### src/rtl/fetch_pkg.sv
// Shared types and default widths for the instruction-fetch sequencer and its skid buffer.
package fetch_pkg;

    localparam int ADDR_W  = 24;
    localparam int INSTR_W = 24;
    localparam int PC_STEP = 4;
    localparam logic [23:0] RESET_PC = 24'h000000;

    typedef enum logic [1:0] {
        IDLE,
        FETCH,
        HOLD,
        DRAIN
    } fetch_state_t;

endpackage

### src/rtl/fetch_skid_buf.sv
// Single-entry parking slot for a fetched {instr, pc} pair that decode could not take yet.
module fetch_skid_buf #(
    parameter int ADDR_W  = fetch_pkg::ADDR_W,
    parameter int INSTR_W = fetch_pkg::INSTR_W
) (
    input  logic               CLK,
    input  logic               rst,
    input  logic               load_i,
    input  logic               pop_i,
    input  logic               flush_i,
    input  logic [INSTR_W-1:0] instr_i,
    input  logic [ADDR_W-1:0]  pc_i,
    output logic               valid_o,
    output logic [INSTR_W-1:0] instr_o,
    output logic [ADDR_W-1:0]  pc_o
);

    logic               valid_q;
    logic [INSTR_W-1:0] instr_q;
    logic [ADDR_W-1:0]  pc_q;

    // Flush wins over load so a redirect can never leave a stale entry behind.
    always_ff @(posedge CLK or negedge rst) begin
        if (!rst) begin
            valid_q <= 1'b0;
            instr_q <= '0;
            pc_q    <= '0;
        end else if (flush_i) begin
            valid_q <= 1'b0;
        end else if (load_i) begin
            valid_q <= 1'b1;
            instr_q <= instr_i;
            pc_q    <= pc_i;
        end else if (pop_i) begin
            valid_q <= 1'b0;
        end
    end

    assign valid_o = valid_q;
    assign instr_o = instr_q;
    assign pc_o    = pc_q;

endmodule

### src/rtl/fetch_sequencer.sv
// Instruction-fetch control: owns the PC, keeps one memory request in flight and
// feeds the IR/valid/PC tuple to decode, absorbing stalls, redirects and wait-states.
module fetch_sequencer #(
    parameter int              ADDR_W   = fetch_pkg::ADDR_W,
    parameter int              INSTR_W  = fetch_pkg::INSTR_W,
    parameter logic [ADDR_W-1:0] RESET_PC = ADDR_W'(fetch_pkg::RESET_PC),
    parameter int              PC_STEP  = fetch_pkg::PC_STEP
) (
    input  logic               CLK,
    input  logic               rst,
    input  logic               stall_i,
    input  logic               branch_taken_i,
    input  logic [ADDR_W-1:0]  branch_target_i,
    output logic               mem_req_o,
    output logic [ADDR_W-1:0]  mem_addr_o,
    input  logic               mem_ready_i,
    input  logic [INSTR_W-1:0] mem_rdata_i,
    output logic [INSTR_W-1:0] instr_o,
    output logic [ADDR_W-1:0]  instr_pc_o,
    output logic               instr_valid_o,
    output logic [ADDR_W-1:0]  next_pc_o
);
    import fetch_pkg::*;

    localparam logic [ADDR_W-1:0] STEP       = ADDR_W'(PC_STEP);
    localparam logic [ADDR_W-1:0] ALIGN_MASK = ~ADDR_W'(3);

    fetch_state_t       state_q, state_d;
    logic [ADDR_W-1:0]  pc_q, pc_d;
    logic [ADDR_W-1:0]  drainAddr_q, drainAddr_d;
    logic [ADDR_W-1:0]  instrPc_q, instrPc_d;
    logic [INSTR_W-1:0] instr_q, instr_d;
    logic               valid_q, valid_d;

    logic               accept;
    logic               skidLoad, skidPop, skidFlush, skidValid;
    logic [INSTR_W-1:0] skidInstr;
    logic [ADDR_W-1:0]  skidPc;

    assign accept = !stall_i || !valid_q;

    fetch_skid_buf #(
        .ADDR_W  (ADDR_W),
        .INSTR_W (INSTR_W)
    ) u_skid (
        .CLK     (CLK),
        .rst     (rst),
        .load_i  (skidLoad),
        .pop_i   (skidPop),
        .flush_i (skidFlush),
        .instr_i (mem_rdata_i),
        .pc_i    (pc_q),
        .valid_o (skidValid),
        .instr_o (skidInstr),
        .pc_o    (skidPc)
    );

    always_comb begin
        state_d     = state_q;
        pc_d        = pc_q;
        drainAddr_d = drainAddr_q;
        instr_d     = instr_q;
        instrPc_d   = instrPc_q;
        valid_d     = valid_q;
        skidLoad    = 1'b0;
        skidPop     = 1'b0;
        skidFlush   = 1'b0;
        mem_req_o   = 1'b0;
        mem_addr_o  = pc_q;

        case (state_q)
            IDLE: state_d = FETCH;
            FETCH: begin
                mem_req_o = 1'b1;
                if (mem_ready_i) begin
                    pc_d = pc_q + STEP;
                    if (accept) begin
                        instr_d   = mem_rdata_i;
                        instrPc_d = pc_q;
                        valid_d   = 1'b1;
                    end else begin
                        skidLoad = 1'b1;
                        state_d  = HOLD;
                    end
                end else if (accept) begin
                    // Decode consumed the IR and nothing new arrived: present a bubble.
                    valid_d = 1'b0;
                end
            end
            HOLD: begin
                if (!skidValid) begin
                    state_d = FETCH;
                end else if (accept) begin
                    instr_d   = skidInstr;
                    instrPc_d = skidPc;
                    valid_d   = 1'b1;
                    skidPop   = 1'b1;
                    state_d   = FETCH;
                end
            end
            DRAIN: begin
                mem_req_o  = 1'b1;
                mem_addr_o = drainAddr_q;
                if (mem_ready_i) begin
                    state_d = FETCH;
                end
            end
        endcase

        // A redirect overrides every decision above, including a same-cycle IR load.
        if (branch_taken_i) begin
            valid_d   = 1'b0;
            instr_d   = instr_q;
            instrPc_d = instrPc_q;
            skidLoad  = 1'b0;
            skidPop   = 1'b0;
            skidFlush = 1'b1;
            pc_d      = branch_target_i & ALIGN_MASK;
            if (state_q == FETCH && !mem_ready_i) begin
                drainAddr_d = pc_q;
                state_d     = DRAIN;
            end else if (state_q == DRAIN && !mem_ready_i) begin
                state_d = DRAIN;
            end else begin
                state_d = FETCH;
            end
        end
    end

    always_ff @(posedge CLK or negedge rst) begin
        if (!rst) begin
            state_q     <= IDLE;
            pc_q        <= RESET_PC;
            drainAddr_q <= RESET_PC;
            instr_q     <= '0;
            instrPc_q   <= '0;
            valid_q     <= 1'b0;
        end else begin
            state_q     <= state_d;
            pc_q        <= pc_d;
            drainAddr_q <= drainAddr_d;
            instr_q     <= instr_d;
            instrPc_q   <= instrPc_d;
            valid_q     <= valid_d;
        end
    end

    assign instr_o       = instr_q;
    assign instr_pc_o    = instrPc_q;
    assign instr_valid_o = valid_q;
    assign next_pc_o     = instrPc_q + STEP;

endmodule

### config.mk
export PLATFORM = sky130hd
export DESIGN_NAME = fetch_sequencer
export DESIGN_NICKNAME = d
export VERILOG_FILES = /design/src/rtl/fetch_pkg.sv /design/src/rtl/fetch_skid_buf.sv /design/src/rtl/fetch_sequencer.sv
export SDC_FILE = /design/constraint.sdc
export NUM_CORES = 1
export LEC_CHECK = 0
export ABC_AREA = 1
export BUFFER_PORTS_ARGS = -buffer_cell sky130_fd_sc_hd__buf_2
export CELL_PAD_IN_SITES_DETAIL_PLACEMENT = 0
export CELL_PAD_IN_SITES_GLOBAL_PLACEMENT = 1
export CORE_MARGIN = 2
export CORE_UTILIZATION = 43
export CTS_BUF_LIST = sky130_fd_sc_hd__clkbuf_16
export CTS_CLUSTER_DIAMETER = 40
export DETAILED_ROUTE_END_ITERATION = 8
export PLACE_DENSITY = 0.91
export SETUP_SLACK_MARGIN = 0.02
export SYNTH_ARGS = -nofsm -noshare
export SYNTH_HDL_FRONTEND = slang
export SYNTH_HIERARCHICAL = 1
export SYNTH_SLANG_ARGS = --single-unit
### constraint.sdc
create_clock -name CLK -period 3.3 [get_ports CLK]
set_clock_uncertainty 0.1 [all_clocks]
set_input_delay 0.33 -clock CLK [delete_from_list [all_inputs] [get_ports CLK]]
set_output_delay 0.33 -clock CLK [all_outputs]
set_load 0.02 [all_outputs]
==> impl_metrics.toml <==
[run_status]
outcome = "finished, final reports clean"

[sta]
worstMarginPinSlew_ns = 1.12
finalCritPeriodShare = 0.847
slew_violations = 0
max_slew_margin = 0.253
rsz0062_at_grt = "false"
fin_tns_setup_ns = 0
fmaxAchievable_ghz = 0.358
holdWs_ns = 0.0365
finalCriticalPeriod_ns = 2.80
final-hold-violation-count = 0
finalSetupViolCount = 0

[drt]
wl_per_cell_um = 14.9
met1_length_um = 9390
vias = 6700
first_iter_violations = 469
ant_nets = 0
wl_met3_um = 1150
totalWireLength_um = 19500
top_layer_used = "met4"
drc = 0
firstDrtPassIters = 5
met2_length_um = 8650
vias_per_cell = 5.13

[worst_setup_path]
r2r_start = "state_q[0]$_DFFE_PN0P_"
rrSetupSlack_ns = 0.90
worstReg2RegEnd = "instr_pc_o[23]$_DFFE_PN0P_"
crit_required_ns = 2.87
cp-start-kind = "register"
cp_slowest_cell = "ha_1"
slowest_delay_ns = 0.92
crit_type = "reg -> out"
end_kind = "output pin"
path_cells = "ha_1 > buf_4 > nand2_1 > o21ai_0 > buf_2"
crit_fanout = 33
crit_arrival_ns = 2.37
reg2reg_depth = 8

[die]
row_count = 47
start_util = 0.442
ios = 151
fp.dieH_um = 135
die_width_um = 135
core_area_um2 = 16600
die-area_um2 = 18200

[clock_tree]
htree_levels = 4
cts_setup_buffers = 0
clock_latency_ns = 0.42
clkTransAtPathRegs_ns = 0.06
cts_buffers = 17
cts_tree = "built"
cts_buffer_depth = 2
clock_sinks = 144
ctsRootBufferMaster = "clkbuf_16"

[worst_hold_path]
whs_path_depth = 3
hp-class = "in -> reg"
hp-start = "branch_target_i[5]"
hold_path_end = "pc_q[5]$_DFFE_PN0P_"

[final_layout]
layout_common_cells = "nand2_1, buf_2, dfrtp_1"
antenna_cells = 0
final_common_cell = "nand2_1"
drive_gt1_frac = 0.196
area_growth_pct = 20.7
fillerInstances = 1642
fin_nets = 1131

[logic_synthesis]
syn_area_um2 = 7360
synth_edf_count = 0
postSynthCellCount = 945
synth_compound_area_frac = 0.122
async_reset_ff_frac = 1.00
synthSimpleGateAreaFrac = 0.280
ys_seq_area_frac = 0.490
synth_cell_types = 35
synth_flop_cell = "dfrtp_1"
synth.avg_cell_area_um2 = 7.79
synthAdderAreaFrac = 0.00850
synth_top_family_by_area = "simple AND/OR/NAND/NOR gates"
yosys.area_share.xor_xnor = 0.0286
synth.area.mux_share = 0
ys_seq_elements = 144
yosys_warnings = 6

[placed_design]
place_hpwl_um = 13300
routabilityCongestion = 0.864
placement.io_buffers = 146

[job]
drv_cap = 0

[global_routing]
grt_antenna_before_repair = 0
grt_pass1_wl_um = 32400
grt.total_usage = 0.224
grt_pass1_vias = 6248
grt_remaining_overflow = 0
grt_max_degree = 82

[power_and_ir_drop]
p_leak_nw = 4.45
ir_drop_mv = 0.418
power.density_nw_per_um2 = 976
metrics by stage:
step	instances	utilization	instance area (um2)	setup slack (ns)	total power, mW
2_1_floorplan	948	-	7370	1.18	5.43
3_3_place_gp	1273	0.493	8210	0.955	6.49
3_5_place_dp	1273	0.493	8210	0.924	6.56
4_1_cts	1306	0.534	8880	0.473	8.73
5_1_grt	1306	0.534	8880	0.289	9.27
6_report	1306	0.534	8880	0.503	8.67
flip-flops by register name, indices dropped and copies added (netlist names):
signal and flops:
instr_o 24, instr_pc_o 24, u_skid/instr_o 24, u_skid/pc_o 24, drainAddr_q 22, pc_q 22, state_q 2, instr_valid_o 1
u_skid/valid_o 1
how the worst max path moves through the flow:
| stage | startpoint | endpoint | slack (ns) |
|---|---|---|---|
| finish | state_q[0]$_DFFE_PN0P_ | mem_addr_o[8] | 0.50 |
| global placement | state_q[1]$_DFFE_PN0P_ | mem_addr_o[4] | 0.95 |
| CTS | state_q[0]$_DFFE_PN0P_ | mem_addr_o[8] | 0.47 |
| detailed placement | state_q[0]$_DFFE_PN0P_ | instr_pc_o[23]$_DFFE_PN0P_ | 0.92 |
| floorplan | instr_pc_o[3]$_DFFE_PN0P_ | next_pc_o[20] | 1.18 |
| global route | state_q[0]$_DFFE_PN0P_ | mem_addr_o[8] | 0.29 |
critical path: cells and delay by family (launching register included):
kind / cells / cell delay (ns)
adders and majority gates: 1 / 0.92
buffers and inverters: 2 / 0.51
DFF: 1 / 0.39
AOI/OAI and AO/OA: 1 / 0.07
and+or+nand+nor: 1 / 0.06
cell usage after synthesis (4+ instances only):
| master | number | area [um2] |
|---|---|---|
| nor3_1 | 5 | 25.0 |
| o21ai_1 | 5 | 25.0 |
| inv_1 | 60 | 225 |
| a21oi_2 | 6 | 52.6 |
| clkbuf_1 | 22 | 82.6 |
| o21ai_0 | 83 | 415 |
| ha_1 | 5 | 62.6 |
| buf_4 | 9 | 67.6 |
| a31oi_1 | 26 | 163 |
| nand2_1 | 324 | 1220 |
| nand4_1 | 7 | 43.8 |
| o211ai_1 | 20 | 150 |
| nor2_1 | 70 | 263 |
| xor2_1 | 22 | 193 |
| buf_2 | 20 | 100 |
| o221ai_1 | 4 | 35.0 |
| dfrtp_1 | 144 | 3600 |
| nand3_1 | 87 | 435 |
logic make-up (layout without fill, tap and decap cells):
kind of cell,count (synthesis),in the layout
and+or+nand+nor,502,502
buffers and inverters,118,256
other,1,4
adders and majority gates,5,5
xor gates and xnor gates,24,24
DFF,144,144
AOI/OAI and AO/OA,151,151
routing by layer:
metal / global-route usage / vias to the layer above
met1: 0.337 / 3133
li1: - / 3323
met3: 0.0372 / 25
met4: 0.0614 / 0
met2: 0.334 / 219
met5: 0 / -
cell type report:
cell class	instances	area, um2	share of cell area
inverters	63	236	0.0266
flip-flops and latches	144	3600	0.406
repair buffers	161	852	0.0960
clock buffers	17	425	0.0479
clock inverters	15	231	0.0261
well taps	220	275	0.0310
multi-input cells	686	3260	0.367
power by group:
group	internal, mW	switching (mW)	leakage, nW
clock	1.35	0.793	0.315
sequential	2.52	0.559	1.80
combinational	1.11	2.33	2.33
timing repair:
item                                   CTS  global route
endpoints found under the hold margin   78             0
hold buffers                             1             0
resized for setup                        0             0
Power figures use the tool's default switching activity.
